--- src/rtl/mul_add_row_ctrl_if.sv ---
// mul_add_row_ctrl_if: row request, operand/result RAM ports and mul_add datapath of one row engine.
interface mul_add_row_ctrl_if #(
   parameter int DATA_WIDTH = 128,
   parameter int ADDR_WIDTH = 5
);
   logic start, t_en, busy, done, a_rd_en, t_rd_en, r_we;
   logic [DATA_WIDTH-1:0] b_word, carry_out, a_rdata, t_rdata;
   logic [DATA_WIDTH-1:0] ma_x, ma_y, ma_z, ma_last_c, ma_s, ma_c, r_wdata;
   logic [ADDR_WIDTH-1:0] a_addr, t_addr, r_addr;
   modport master (
      input  start, t_en, b_word, a_rdata, t_rdata, ma_s, ma_c,
      output busy, done, carry_out, a_rd_en, a_addr, t_rd_en, t_addr,
             ma_x, ma_y, ma_z, ma_last_c, r_we, r_addr, r_wdata
   );
   modport slave (
      output start, t_en, b_word, a_rdata, t_rdata, ma_s, ma_c,
      input  busy, done, carry_out, a_rd_en, a_addr, t_rd_en, t_addr,
             ma_x, ma_y, ma_z, ma_last_c, r_we, r_addr, r_wdata
   );
endinterface

--- src/rtl/mul_add_row_ctrl.sv ---
// mul_add_row_ctrl: word-serial R = A*b + T row sequencer driving one external mul_add.
module mul_add_row_ctrl #(
   parameter int DATA_WIDTH = 128,
   parameter int NUM_WORDS  = 16,
   parameter int ADDR_WIDTH = 5
) (
   input logic clk,
   input logic rst_n,
   mul_add_row_ctrl_if.master bus
);
   typedef enum logic [1:0] {IDLE, RUN, DRAIN, FINAL} state_t;
   localparam logic [ADDR_WIDTH-1:0] LAST = ADDR_WIDTH'(NUM_WORDS - 1);
   localparam logic [ADDR_WIDTH-1:0] TOP  = ADDR_WIDTH'(NUM_WORDS);
   state_t state, state_nxt;
   logic [DATA_WIDTH-1:0] b_reg, carry_reg, carry_out_q;
   logic [ADDR_WIDTH-1:0] rd_idx;
   logic t_en_reg, done_q, proc;
   // a word is processed one cycle after its read was issued
   assign proc = (state == DRAIN) || (state == RUN && rd_idx != '0);
   always_comb begin
      state_nxt = state;
      case (state)
         IDLE:    state_nxt = bus.start ? RUN : IDLE;
         RUN:     state_nxt = (rd_idx == LAST) ? DRAIN : RUN;
         DRAIN:   state_nxt = FINAL;
         default: state_nxt = IDLE;
      endcase
   end
   always_ff @(posedge clk) begin
      if (!rst_n) begin
         state       <= IDLE;
         b_reg       <= '0;
         t_en_reg    <= 1'b0;
         carry_reg   <= '0;
         carry_out_q <= '0;
         rd_idx      <= '0;
         done_q      <= 1'b0;
      end else begin
         state  <= state_nxt;
         done_q <= (state == FINAL);
         if (state == IDLE && bus.start) begin
            b_reg     <= bus.b_word;
            t_en_reg  <= bus.t_en;
            carry_reg <= '0;
            rd_idx    <= '0;
         end
         if (state == RUN) rd_idx <= rd_idx + 1'b1;
         if (proc) carry_reg <= bus.ma_c;
         if (state == FINAL) carry_out_q <= carry_reg;
      end
   end
   assign bus.busy      = (state != IDLE);
   assign bus.done      = done_q;
   assign bus.carry_out = carry_out_q;
   assign bus.a_rd_en   = (state == RUN);
   assign bus.a_addr    = rd_idx;
   assign bus.t_rd_en   = (state == RUN) && t_en_reg;
   assign bus.t_addr    = rd_idx;
   assign bus.ma_x      = bus.a_rdata;
   assign bus.ma_y      = b_reg;
   assign bus.ma_z      = t_en_reg ? bus.t_rdata : '0;
   assign bus.ma_last_c = carry_reg;
   assign bus.r_we      = proc || (state == FINAL);
   assign bus.r_addr    = (state == FINAL) ? TOP : rd_idx - 1'b1;
   assign bus.r_wdata   = (state == FINAL) ? carry_reg : bus.ma_s;
endmodule

--- src/flat_wrapper.sv ---
// flat-port wrapper written by rule: the top's interface ports become plain ports
module mul_add_row_ctrl_flat 
#(
   parameter int DATA_WIDTH = 128,
   parameter int NUM_WORDS  = 16,
   parameter int ADDR_WIDTH = 5
)
  (clk, rst_n, bus_start, bus_t_en, bus_b_word, bus_a_rdata, bus_t_rdata, bus_ma_s, bus_ma_c, bus_busy, bus_done, bus_carry_out, bus_a_rd_en, bus_a_addr, bus_t_rd_en, bus_t_addr, bus_ma_x, bus_ma_y, bus_ma_z, bus_ma_last_c, bus_r_we, bus_r_addr, bus_r_wdata);
  mul_add_row_ctrl_if #(.DATA_WIDTH(DATA_WIDTH), .ADDR_WIDTH(ADDR_WIDTH)) bus_i ();
  input logic clk;
  input logic rst_n;
  input wire logic [$bits(bus_i.start)-1:0] bus_start;
  input wire logic [$bits(bus_i.t_en)-1:0] bus_t_en;
  input wire logic [$bits(bus_i.b_word)-1:0] bus_b_word;
  input wire logic [$bits(bus_i.a_rdata)-1:0] bus_a_rdata;
  input wire logic [$bits(bus_i.t_rdata)-1:0] bus_t_rdata;
  input wire logic [$bits(bus_i.ma_s)-1:0] bus_ma_s;
  input wire logic [$bits(bus_i.ma_c)-1:0] bus_ma_c;
  output wire logic [$bits(bus_i.busy)-1:0] bus_busy;
  output wire logic [$bits(bus_i.done)-1:0] bus_done;
  output wire logic [$bits(bus_i.carry_out)-1:0] bus_carry_out;
  output wire logic [$bits(bus_i.a_rd_en)-1:0] bus_a_rd_en;
  output wire logic [$bits(bus_i.a_addr)-1:0] bus_a_addr;
  output wire logic [$bits(bus_i.t_rd_en)-1:0] bus_t_rd_en;
  output wire logic [$bits(bus_i.t_addr)-1:0] bus_t_addr;
  output wire logic [$bits(bus_i.ma_x)-1:0] bus_ma_x;
  output wire logic [$bits(bus_i.ma_y)-1:0] bus_ma_y;
  output wire logic [$bits(bus_i.ma_z)-1:0] bus_ma_z;
  output wire logic [$bits(bus_i.ma_last_c)-1:0] bus_ma_last_c;
  output wire logic [$bits(bus_i.r_we)-1:0] bus_r_we;
  output wire logic [$bits(bus_i.r_addr)-1:0] bus_r_addr;
  output wire logic [$bits(bus_i.r_wdata)-1:0] bus_r_wdata;
  assign bus_i.start = bus_start;
  assign bus_i.t_en = bus_t_en;
  assign bus_i.b_word = bus_b_word;
  assign bus_i.a_rdata = bus_a_rdata;
  assign bus_i.t_rdata = bus_t_rdata;
  assign bus_i.ma_s = bus_ma_s;
  assign bus_i.ma_c = bus_ma_c;
  assign bus_busy = bus_i.busy;
  assign bus_done = bus_i.done;
  assign bus_carry_out = bus_i.carry_out;
  assign bus_a_rd_en = bus_i.a_rd_en;
  assign bus_a_addr = bus_i.a_addr;
  assign bus_t_rd_en = bus_i.t_rd_en;
  assign bus_t_addr = bus_i.t_addr;
  assign bus_ma_x = bus_i.ma_x;
  assign bus_ma_y = bus_i.ma_y;
  assign bus_ma_z = bus_i.ma_z;
  assign bus_ma_last_c = bus_i.ma_last_c;
  assign bus_r_we = bus_i.r_we;
  assign bus_r_addr = bus_i.r_addr;
  assign bus_r_wdata = bus_i.r_wdata;
  mul_add_row_ctrl #(.DATA_WIDTH(DATA_WIDTH), .NUM_WORDS(NUM_WORDS), .ADDR_WIDTH(ADDR_WIDTH)) u_core (.clk(clk), .rst_n(rst_n), .bus(bus_i));
endmodule
--- config.mk ---
export PLATFORM = sky130hd
export DESIGN_NAME = mul_add_row_ctrl_flat
export DESIGN_NICKNAME = d
export VERILOG_FILES = /design/src/rtl/mul_add_row_ctrl_if.sv /design/src/rtl/mul_add_row_ctrl.sv /design/src/flat_wrapper.sv
export SDC_FILE = /design/constraint.sdc
export NUM_CORES = 1
export LEC_CHECK = 0
export BUFFER_PORTS_ARGS = -buffer_cell sky130_fd_sc_hd__buf_2
export CORE_AREA = 5 5 554 556
export CTS_CLUSTER_DIAMETER = 200
export DETAILED_ROUTE_END_ITERATION = 10
export DIE_AREA = 0 0 559 561
export GPL_TIMING_DRIVEN = 0
export PLACE_DENSITY_LB_ADDON = 0.1
export SETUP_SLACK_MARGIN = 0.5
export SLEW_MARGIN = 20
export SYNTH_ARGS = -nofsm -noshare
export SYNTH_HDL_FRONTEND = slang
export SYNTH_SLANG_ARGS = --single-unit
--- constraint.sdc ---
create_clock -name clk -period 3.7 [get_ports clk]
set_input_delay 0.185 -clock clk [delete_from_list [all_inputs] [get_ports clk]]
set_output_delay 0.185 -clock clk [all_outputs]
set_load 0.1 [all_outputs]
==> results.yml, run 1 <==
worst_setup_path:
  timing.setup.critical_path_class: "reg -> out"
  timing.critical_path.slowest_stage_cell: "dfxtp_1"
  critical_path.max_stage_delay_ps: 300
  timing.critical_path.fanout_max: 10
  cp-start-kind: "register"
  cp_data_arrival_time_ps: 2800
  worst_path_dominant_cell_family: "buffers and inverters"
  setup.worst_path.end_class: "output pin"
  timing.critical_path.required_ps: 3510
  worstPathBufferInverterCount: 5
  cells_traversed_along_the_worst_timing_path: "buf_2, and2_1, buf_12, buf_12, buf_4, nand2_1, nand2_1, buf_4"
layout:
  drive_gt1_share_pct: 41.5
  nNetsFinal: 4581
  most-common-layout-cells: "buf_2, nand2_1, dfxtp_1, dlygate4sd3_1, buf_4"
  most_common_cell_after_layout_fill_and_taps_aside: "buf_2"
  layout-area-overhead-vs-synth_pct: 92.9
  post_layout_utilization_of_the_core_pct: 11.7
  layout.filler_cells: 35304
status:
  outcome: "finished clean"
placed_design:
  io_buffers: 1302
  detailedPlacementHpwl_mm: 162
  routabilityCongestion: 0.858
synthesis:
  synth.yosys.seq_area_share_pct: 43.0
  synth_cell_types: 35
  yosys.area.top_type_share_pct: 43.0
  synth.largest_area_cell: "dfxtp_1"
  mappedNetlistArea_sq_um: 18300
  synth_seq_cells: 393
  syn_warnings: 0
  top_post_synthesis_cells_by_area: "dfxtp_1, nand2_1, a21boi_0"
  synth_area_per_cell_sq_um: 7.99
  synth.net_count: 2939
  syn-instance-count: 2292
power:
  power.share.combinational_pct: 29.2
  power.net_switching_mw: 6.25
  share_clk_of_total_power_pct: 42.1
  power_frac_seq_pct: 28.7
  switching_fraction_pct: 40.4
  peakVddDrop_mv: 0.260
  internal_power_mw: 9.22
  total_power_mw: 15.5
  p_leak_nw: 15.9
  power_per_cell_area_nw_per_um2: 438
job:
  cap_violations: 0
route:
  route.detailed.vias_per_inst: 2.79
  postRouteAntennaNets: 0
  route.detailed.wl_per_inst_microns: 23.6
  number_of_vias_in_the_routed_layout: 22217
  dr.pass1.iters: 4
  drc_errors: 0
  drt_first_iter_violations: 805
  wl_mm: 188
floorplanning:
  top_level_ports: 1432
  die_w_microns: 559
  row_count: 202
  start_util_pct: 6.08
  die_area_sq_um: 314000
  floorplan.die.height_microns: 561
  core-area_sq_um: 302000
clock_tree:
  clock-sinks: 393
  tritoncts_clock_tree: "built"
  cts.reportedPaths.clkPinSlew_ps: 60
  clock_tree.htree_level_count: 3
  cts_buffers: 71
  postCtsSetupBuffers: 0
  cts.root.buffer_cell: "clkbuf_16"
  clk_latency_ps: 750
  cts-root-to-sink-buffers: 4
global_route:
  gr-total-overflow: 0
  via_count_of_the_first_global_routing_pass: 23818
  global_route.usage.total_pct: 11.5
  grt_first_pass_wirelength_mm: 242
  grt_max_degree: 11
  grt_antenna_before_repair: 91
worst_hold_path:
  worst_hold_path_type: "in -> reg"
sta:
  max_frequency_mhz: 335
  final.min_clock_period_ps: 2990
  rsz0062_at_grt: "true"
  report.final.hold_viol_count: 0
  final_max_slew_viol_count: 0
  finClkSkew_ps: 55.7
  finalSetupViolations: 0
  actual_transition_at_the_worst_max_transition_pin_ps: 905
  slew_headroom_pct: 39.7
  finalCritPeriodShare_pct: 80.7
==> path summary, 6_finish.rpt <==
check | cells past startpoint | endpoint | slack (ps) | from
worst min-delay path | 3 | u_core.bus.a_addr[4] | 70 | rst_n
worst max-delay path | 8 | bus_r_wdata[57] | 710 | u_core.state[1]
worst min register to register | 2 | u_core.bus.ma_y[47] | 450 | u_core.bus.ma_y[47]
worst max register to register | 7 | u_core.bus.ma_last_c[22] | 1400 | u_core.bus.a_addr[0]
==> per-layer routing <==
| layer | wire length, microns | GRT usage, % | share of wire (%) |
|---|---|---|---|
| met3 | 20100 | 5.64 | 11 |
| met2 | 89400 | 19.5 | 47 |
| met5 | 538 | 0.979 | 0.29 |
| met4 | 6370 | 3.92 | 3.4 |
| met1 | 72000 | 12.4 | 38 |
==> layout make-up <==
class                   instances  area, sq um  area share (%)
flip-flops and latches        393         7870            22.3
repair buffers               1569         9710            27.5
inverters                       4         15.0          0.0425
well taps                    3978         4980            14.1
clock inverters                16          158           0.446
diodes                         25         62.6           0.177
clock buffers                  94         1970            5.59
multi-input cells            1586         8390            23.7
plain buffers                 309         2170            6.14
==> tightest hold or removal path, cell delays in order <==
cell	delay (ps)
buf_2	210
clkbuf_1	230
o21a_1	140
==> timing repair <==
action,CTS,global route
resized for setup,179,14
cloned,0,0
endpoints found under the hold margin,258,0
pin swaps,1,0
setup endpoints to repair,243,34
hold buffers,258,0
==> Yosys cell counts (all sizes together) <==
library cell  instances
a21boi              261
a21o                  1
a21oi                 1
and2                130
and3                  2
buf                 210
clkbuf               99
clkinv                1
dfxtp               393
ha                    3
inv                   3
mux2i               128
nand2               902
nand2b                3
nand3               131
nor2                  7
nor3                  2
nor3b                 1
nor4b                 1
o211a                 2
o211ai                1
o21a                  1
o21ai                 3
or2                   1
or3                   2
or3b                  1
xnor2                 2
==> cell families (layout without fill, tap and decap cells) <==
family / after synthesis / in the layout / share of synthesized area (%)
compound gates: 270 / 270 / 11.1
xor+xnor: 2 / 2 / 0.0956
fa+ha+maj: 3 / 3 / 0.205
buf+inv: 313 / 1992 / 11.4
flops: 393 / 393 / 43.0
mux: 128 / 128 / 6.99
other cells: 0 / 25 / 0
simple gates: 1183 / 1183 / 27.3
==> through the flow <==
stage / instances / hold WS (ps) / area, sq um / setup TNS (ps) / setup WS [ps]
after floorplan: 2292 / 320 / 18300 / 0 / 683
after global placement: 7572 / 428 / 29800 / -38580 / -1600
after detailed placement: 7581 / 431 / 30000 / 0 / 117
after CTS: 7949 / 22.4 / 35200 / 0 / 445
after global routing: 7965 / 91.6 / 35300 / 0 / 472
final: 7974 / 70.4 / 35300 / 0 / 713
==> power by group through the flow <==
stage	logic, mW	clock network [mW]	registers, mW
final	4.52	6.51	4.45
after global routing	4.74	7.01	4.46
after CTS	4.63	6.98	4.45
after detailed placement	4.31	0	4.54
after global placement	4.30	0	4.54
after floorplan	2.18	0	5.37
Power figures use the tool's default switching activity.
==> run 2, diff against run 1 <==
--- a/config.mk
+++ b/config.mk
@@ -6,10 +6,10 @@
 export NUM_CORES = 1
 export LEC_CHECK = 0
 export BUFFER_PORTS_ARGS = -buffer_cell sky130_fd_sc_hd__buf_2
-export CORE_AREA = 5 5 554 556
+export CORE_AREA = 5 5 558 560
 export CTS_CLUSTER_DIAMETER = 200
 export DETAILED_ROUTE_END_ITERATION = 10
-export DIE_AREA = 0 0 559 561
+export DIE_AREA = 0 0 563 565
 export GPL_TIMING_DRIVEN = 0
 export PLACE_DENSITY_LB_ADDON = 0.1
 export SETUP_SLACK_MARGIN = 0.5
==> constraint.sdc (replaced) <==
create_clock -name clk -period 2.91 [get_ports clk]
set_input_delay 0.1455 -clock clk [delete_from_list [all_inputs] [get_ports clk]]
set_output_delay 0.1455 -clock clk [all_outputs]
set_load 0.1 [all_outputs]
==> run 2 against run 1 <==
Critical path type unchanged; largest cell class unchanged; utilization is 1.5 points higher; global-route usage is 0.069 points higher; power is 33% higher; count of clock-buffer cells in the layout is 8 higher; hold slack better by 45 ps.
==> results.yml, run 2 (synthesis gave the netlist of run 1 again) <==
status:
  outcome: "finished clean"
worst_setup_path:
  cells_traversed_along_the_worst_timing_path: "buf_6, and2_4, buf_12, buf_16, buf_12, nand2_1, nand2_1, buf_12"
  timing.critical_path.required_ps: 2760
  critical_path.max_stage_delay_ps: 320
  timing.setup.critical_path_class: "reg -> out"
  timing.critical_path.fanout_max: 10
  setup.worst_path.end_class: "output pin"
  startpoint_of_the_worst_register_to_register_path: "u_core.state[0]"
  timing.critical_path.slowest_stage_cell: "dfxtp_2"
  r2r_end: "u_core.bus.ma_y[1]"
  cp_data_arrival_time_ps: 2410
  rrSetupSlack_ps: 670
  critical_path.most_common_cell: "buf_12"
  cp-start-kind: "register"
  r2r.worst_path.cells: 7
sta:
  finClkSkew_ps: 66.5
  final.hold.worst_slack_ps: 115
  slew_headroom_pct: 34.2
  fin_tns_setup_ps: 0
  actual_transition_at_the_worst_max_transition_pin_ps: 987
  finalCritPeriodShare_pct: 87.9
  finalSetupViolations: 0
  rsz0062_at_grt: "true"
  final.min_clock_period_ps: 2560
  max_frequency_mhz: 391
  report.final.hold_viol_count: 0
  final_max_slew_viol_count: 0
power:
  switching_fraction_pct: 39.6
  share_clk_of_total_power_pct: 42.6
  internal_power_mw: 12.5
  p_leak_nw: 17.9
  power_per_cell_area_nw_per_um2: 513
  power.share.combinational_pct: 29.9
  power_frac_seq_pct: 27.4
  total_power_mw: 20.6
  peakVddDrop_mv: 0.270
  power.net_switching_mw: 8.18
floorplanning:
  die_w_microns: 563
  top_level_ports: 1432
  row_count: 203
  core-area_sq_um: 305000
  start_util_pct: 6.00
  die_area_sq_um: 318000
  floorplan.die.height_microns: 565
worst_hold_path:
  hold_path.startpoint: "rst_n"
  hold_end: "u_core.bus.ma_y[106]"
  worst_hold_path_type: "in -> reg"
  hold_depth: 3
layout:
  layout-area-overhead-vs-synth_pct: 120
  nNetsFinal: 4633
  drive_gt1_share_pct: 48.5
  most-common-layout-cells: "buf_2, nand2_1, dfxtp_1, dlygate4sd3_1, buf_4"
  multiInputGateArea_sq_um: 9760
  most_common_cell_after_layout_fill_and_taps_aside: "buf_2"
  final_design_area_no_fill_sq_um: 40200
  layout.filler_cells: 35382
  area.sequential_sq_um: 7880
route:
  number_of_vias_in_the_routed_layout: 22731
  drc_errors: 0
  postRouteAntennaNets: 0
  drt_first_iter_violations: 814
  route.detailed.vias_per_inst: 2.78
  dr.pass1.iters: 6
  wl_mm: 195
  route.detailed.wl_per_inst_microns: 23.9
placed_design:
  detailedPlacementHpwl_mm: 164
  io_buffers: 1302
  routabilityCongestion: 0.887
  placedInstanceArea_sq_um: 30100
clock_tree:
  cts.reportedPaths.clkPinSlew_ps: 70
  tritoncts_clock_tree: "built"
  clk_latency_ps: 770
  clock_tree.htree_level_count: 3
  clock-sinks: 393
  cts_buffers: 74
  cts-root-to-sink-buffers: 4
  cts.root.buffer_cell: "clkbuf_16"
global_route:
  grt_first_pass_wirelength_mm: 245
  global_route.usage.total_pct: 11.6
  grt_antenna_before_repair: 92
  via_count_of_the_first_global_routing_pass: 23769
  grt_max_degree: 11
  gr-total-overflow: 0
job:
  cap_violations: 0
==> run 2: critical path, delay by kind of cell (launching register included) <==
kind,cells,cell delay (ps)
DFF,1,320
buffers and inverters,5,790
and+or+nand+nor,3,460
==> run 2: what timing repair did <==
item                                   4_1_cts  5_1_grt
pin swaps                                   10       62
buffers inserted                            15       22
endpoints found under the hold margin      258        0
gates cloned                                 7        8
setup endpoints to repair                  416      352
gates resized for setup                    706      549
hold buffers                               258        0
==> run 2: layout make-up <==
| cell class | instances | area share [%] |
|---|---|---|
| Antenna cell | 28 | 0.174 |
| Buffer | 309 | 6.36 |
| Clock buffer | 102 | 5.22 |
| Clock inverter | 22 | 0.504 |
| Inverter | 4 | 0.0436 |
| Multi-Input combinational cell | 1586 | 24.3 |
| Sequential cell | 393 | 19.6 |
| Tap cell | 4100 | 12.8 |
| Timing Repair Buffer | 1618 | 31.1 |
==> run 2: power groups by stage <==
stage | clock [mW] | sequential, mW | combinational (mW)
after floorplan | 0 | 6.83 | 2.77
after global placement | 0 | 5.77 | 5.42
after detailed placement | 0 | 5.77 | 5.43
after CTS | 9.40 | 5.65 | 6.10
after global routing | 9.51 | 5.68 | 6.46
final | 8.80 | 5.66 | 6.17
==> run 2: per-stage QoR <==
stage                     util [%]  std cells  setup WS (ps)
after floorplan                  -       2292            565
after detailed placement      9.87       7700           -639
after CTS                     12.4       8104            188
after global placement        9.82       7694          -1820
final                         13.2       8162            351
after global routing          13.2       8148            199
==> run 2: worst max-delay path by stage <==
| stage | from | end | slack, ps | depth (start not counted) |
|---|---|---|---|---|
| after floorplan | u_core.bus.a_addr[2] | bus_r_addr[4] | 570 | 4 |
| after global placement | u_core.state[1] | bus_r_wdata[19] | -1820 | 7 |
| after detailed placement | u_core.state[1] | bus_r_wdata[76] | -640 | 8 |
| after CTS | u_core.t_en_reg | bus_ma_z[22] | 190 | 3 |
| after global routing | u_core.state[0] | bus_r_wdata[96] | 200 | 9 |
| final | u_core.state[1] | bus_r_wdata[85] | 350 | 8 |
==> run 2: metal layers <==
| layer | vias to the layer above | routed length (microns) | track usage, % |
|---|---|---|---|
| li1 | 10707 | - | - |
| met2 | 1037 | 95100 | 20.3 |
| met4 | 8 | 3760 | 2.22 |
| met5 | - | 52 | 0 |
| met3 | 217 | 16200 | 3.98 |
| met1 | 10762 | 80200 | 13.7 |
==> run 3, diff against run 2 <==
--- a/config.mk
+++ b/config.mk
@@ -5,11 +5,12 @@
 export SDC_FILE = /design/constraint.sdc
 export NUM_CORES = 1
 export LEC_CHECK = 0
+export ABC_AREA = 1
 export BUFFER_PORTS_ARGS = -buffer_cell sky130_fd_sc_hd__buf_2
-export CORE_AREA = 5 5 558 560
+export CORE_AREA = 5 5 561 563
 export CTS_CLUSTER_DIAMETER = 200
 export DETAILED_ROUTE_END_ITERATION = 10
-export DIE_AREA = 0 0 563 565
+export DIE_AREA = 0 0 566 568
 export GPL_TIMING_DRIVEN = 0
 export PLACE_DENSITY_LB_ADDON = 0.1
 export SETUP_SLACK_MARGIN = 0.5
==> run 3 against run 2 <==
Via count grew 3.1%; area after synthesis is 6.9% lower; wire length up 5.8%; clock power grew 1%; combinational power increased by 15%; cell count increased by 1.7%; utilization decreased by 0.74 points; synthesized cell count grew 6.3%; fmax increased by 6.5%; first-iteration DRC count grew 9.3%; power increased by 5.6%; critical path type unchanged; critical endpoint is now bus_r_wdata[57].
==> results.yml, run 3 <==
floorplanning:
  die_area_sq_um: 321000
  core-area_sq_um: 308000
  top_level_ports: 1432
  floorplan.die.height_microns: 568
  start_util_pct: 5.53
  row_count: 204
  die_w_microns: 566
clock_tree:
  clk_latency_ps: 750
  cts.root.buffer_cell: "clkbuf_16"
  tritoncts_clock_tree: "built"
  cts_buffers: 72
  cts.reportedPaths.clkPinSlew_ps: 50
  clock-sinks: 393
  clock_tree.htree_level_count: 3
  cts-root-to-sink-buffers: 4
synthesis:
  yosys.area.top_type_share_pct: 46.1
  syn-instance-count: 2437
  synth.net_count: 3084
  synthTopCellsByCount: "nand2_1, dfxtp_1, nor2_1"
  synthArstFlopShare_pct: 0
  synth.most_common_cell: "nand2_1"
  top_post_synthesis_cells_by_area: "dfxtp_1, nand2_1, a21oi_1"
  synth_cell_types: 23
  synth_seq_cells: 393
  synth_area_per_cell_sq_um: 7.00
  syn_warnings: 0
  synth.largest_area_cell: "dfxtp_1"
  mappedNetlistArea_sq_um: 17100
  number_of_flops_mapped_to_enable_cells_by_yosys: 0
  synth_top_flop_cell: "dfxtp_1"
  synth.yosys.seq_area_share_pct: 46.1
global_route:
  global_route.usage.total_pct: 12.2
  gr-total-overflow: 0
  grt_first_pass_wirelength_mm: 263
  grt_max_degree: 11
  grt_antenna_before_repair: 81
  via_count_of_the_first_global_routing_pass: 25040
sta:
  finalCritPeriodShare_pct: 82.6
  finClkSkew_ps: 53.4
  rsz0062_at_grt: "true"
  actual_transition_at_the_worst_max_transition_pin_ps: 1030
  final.min_clock_period_ps: 2400
  final_max_slew_viol_count: 0
  slew_headroom_pct: 31.1
  max_frequency_mhz: 416
  finalSetupViolations: 0
  postLayoutSetupSlackWorst_ps: 508
  final.hold.worst_slack_ps: 191
  report.final.hold_viol_count: 0
worst_setup_path:
  cp_data_arrival_time_ps: 2260
  r2r_end: "u_core.bus.ma_last_c[92]"
  cp-start-kind: "register"
  r2r.worst_path.cells: 8
  cells_traversed_along_the_worst_timing_path: "nand2_8, clkbuf_16, buf_16, clkbuf_16, nand2_1, nand2_2, buf_12"
  timing.critical_path.fanout_max: 5
  critical_path_sink: "bus_r_wdata[57]"
  rrSetupSlack_ps: 710
  setup.worst_path.end_class: "output pin"
  timing.setup.critical_path_class: "reg -> out"
  timing.critical_path.slowest_stage_cell: "dfxtp_4"
  timing.critical_path.required_ps: 2760
  critical_path.most_common_cell: "clkbuf_16"
  critical_path.max_stage_delay_ps: 360
  startpoint_of_the_worst_setup_timing_path: "u_core.state[1]"
  startpoint_of_the_worst_register_to_register_path: "u_core.state[0]"
power:
  p_leak_nw: 17.9
  power_per_cell_area_nw_per_um2: 568
  peakVddDrop_mv: 0.332
worst_hold_path:
  worst_hold_path_type: "in -> reg"
placed_design:
  detailedPlacementHpwl_mm: 175
  post-place-cells: 7865
  io_buffers: 1302
  post-place-ws_ps: -873
  routabilityCongestion: 0.811
route:
  wl_mm: 207
  route.detailed.vias_per_inst: 2.82
  drc_errors: 0
  postRouteAntennaNets: 0
  number_of_vias_in_the_routed_layout: 23428
  drt_first_iter_violations: 890
  route.detailed.wl_per_inst_microns: 24.9
  dr.pass1.iters: 5
layout:
  most_common_cell_after_layout_fill_and_taps_aside: "buf_2"
  area.sequential_sq_um: 7890
  final_cell_count_no_fill: 8301
  most-common-layout-cells: "buf_2, nand2_1, dfxtp_1, a21oi_1, nor2_1"
  nNetsFinal: 4765
  layout-area-overhead-vs-synth_pct: 125
  drive_gt1_share_pct: 46.1
  layout.filler_cells: 36043
  post_layout_utilization_of_the_core_pct: 12.4
  multiInputGateArea_sq_um: 7950
job:
  cap_violations: 0
status:
  outcome: "finished clean"
## run 3: power breakdown
group	total, mW	internal [mW]	switching, mW
registers	5.77	5.60	0.170
clock network	8.91	5.50	3.40
logic	7.12	1.60	5.51
total	21.8	12.7	9.09
## run 3: how the worst min path moves through the flow
| stage | startpoint | endpoint | slack [ps] | depth (start not counted) |
|---|---|---|---|---|
| final | bus_b_word[7] | u_core.bus.ma_y[7] | 190 | 4 |
| after global routing | bus_b_word[39] | u_core.bus.ma_y[39] | 140 | 4 |
| after CTS | bus_b_word[66] | u_core.bus.ma_y[66] | 80 | 4 |
| after detailed placement | bus_b_word[86] | u_core.bus.ma_y[86] | 400 | 3 |
| after global placement | bus_b_word[64] | u_core.bus.ma_y[64] | 400 | 3 |
| after floorplan | bus_ma_c[0] | u_core.bus.ma_last_c[0] | 290 | 2 |
## run 3: what timing repair did
action,4_1_cts,5_1_grt
hold buffers,257,0
resized for setup,775,351
setup endpoints to repair,475,347
cloned,3,7
setup buffers,17,15
pin swaps,12,27
hold endpoints to repair,257,0
## run 3: critical path, delay by kind of cell, from the launching register on
family	cells	cell delay, ps
DFF	1	360
and+or+nand+nor	3	330
buffers and inverters	4	750
## run 3: metrics by stage
| step | setup TNS, ps | power (mW) | instance area [sq um] |
|---|---|---|---|
| 6_report | 0 | 21.8 | 38300 |
| 5_1_grt | 0 | 22.8 | 38300 |
| 4_1_cts | 0 | 22.4 | 36700 |
| 3_5_place_dp | -54680 | 12.3 | 28900 |
| 3_3_place_gp | -275600 | 12.3 | 28700 |
| 2_1_floorplan | 0 | 10.4 | 17100 |
## run 3: final cells by class
| cell class | count | share of cell area, % |
|---|---|---|
| Clock buffer | 98 | 5.32 |
| Multi-Input combinational cell | 1586 | 20.7 |
| Antenna cell | 17 | 0.111 |
| Timing Repair Buffer | 1607 | 31.4 |
| Tap cell | 4120 | 13.4 |
| Sequential cell | 393 | 20.6 |
| Clock inverter | 22 | 0.806 |
| Buffer | 317 | 6.17 |
| Inverter | 141 | 1.45 |
## run 3: metal layers
layer / GRT usage (%) / wire [microns]
met1: 14.1 / 82600
met2: 21.5 / 101000
met3: 4.95 / 19300
met4: 2.08 / 3580
met5: 0 / 34
## run 3: kinds of logic (layout without fill, tap and decap cells)
logic type	Yosys count	in the layout	synth area share (%)
XOR/XNOR	1	1	0.0514
AO/OA/AOI/OAI	397	397	11.7
AND/OR/NAND/NOR	1185	1185	28.2
buffers and inverters	458	2185	13.7
other	0	17	0
flip-flops	393	393	46.1
adder cells (fa/ha/maj)	3	3	0.220
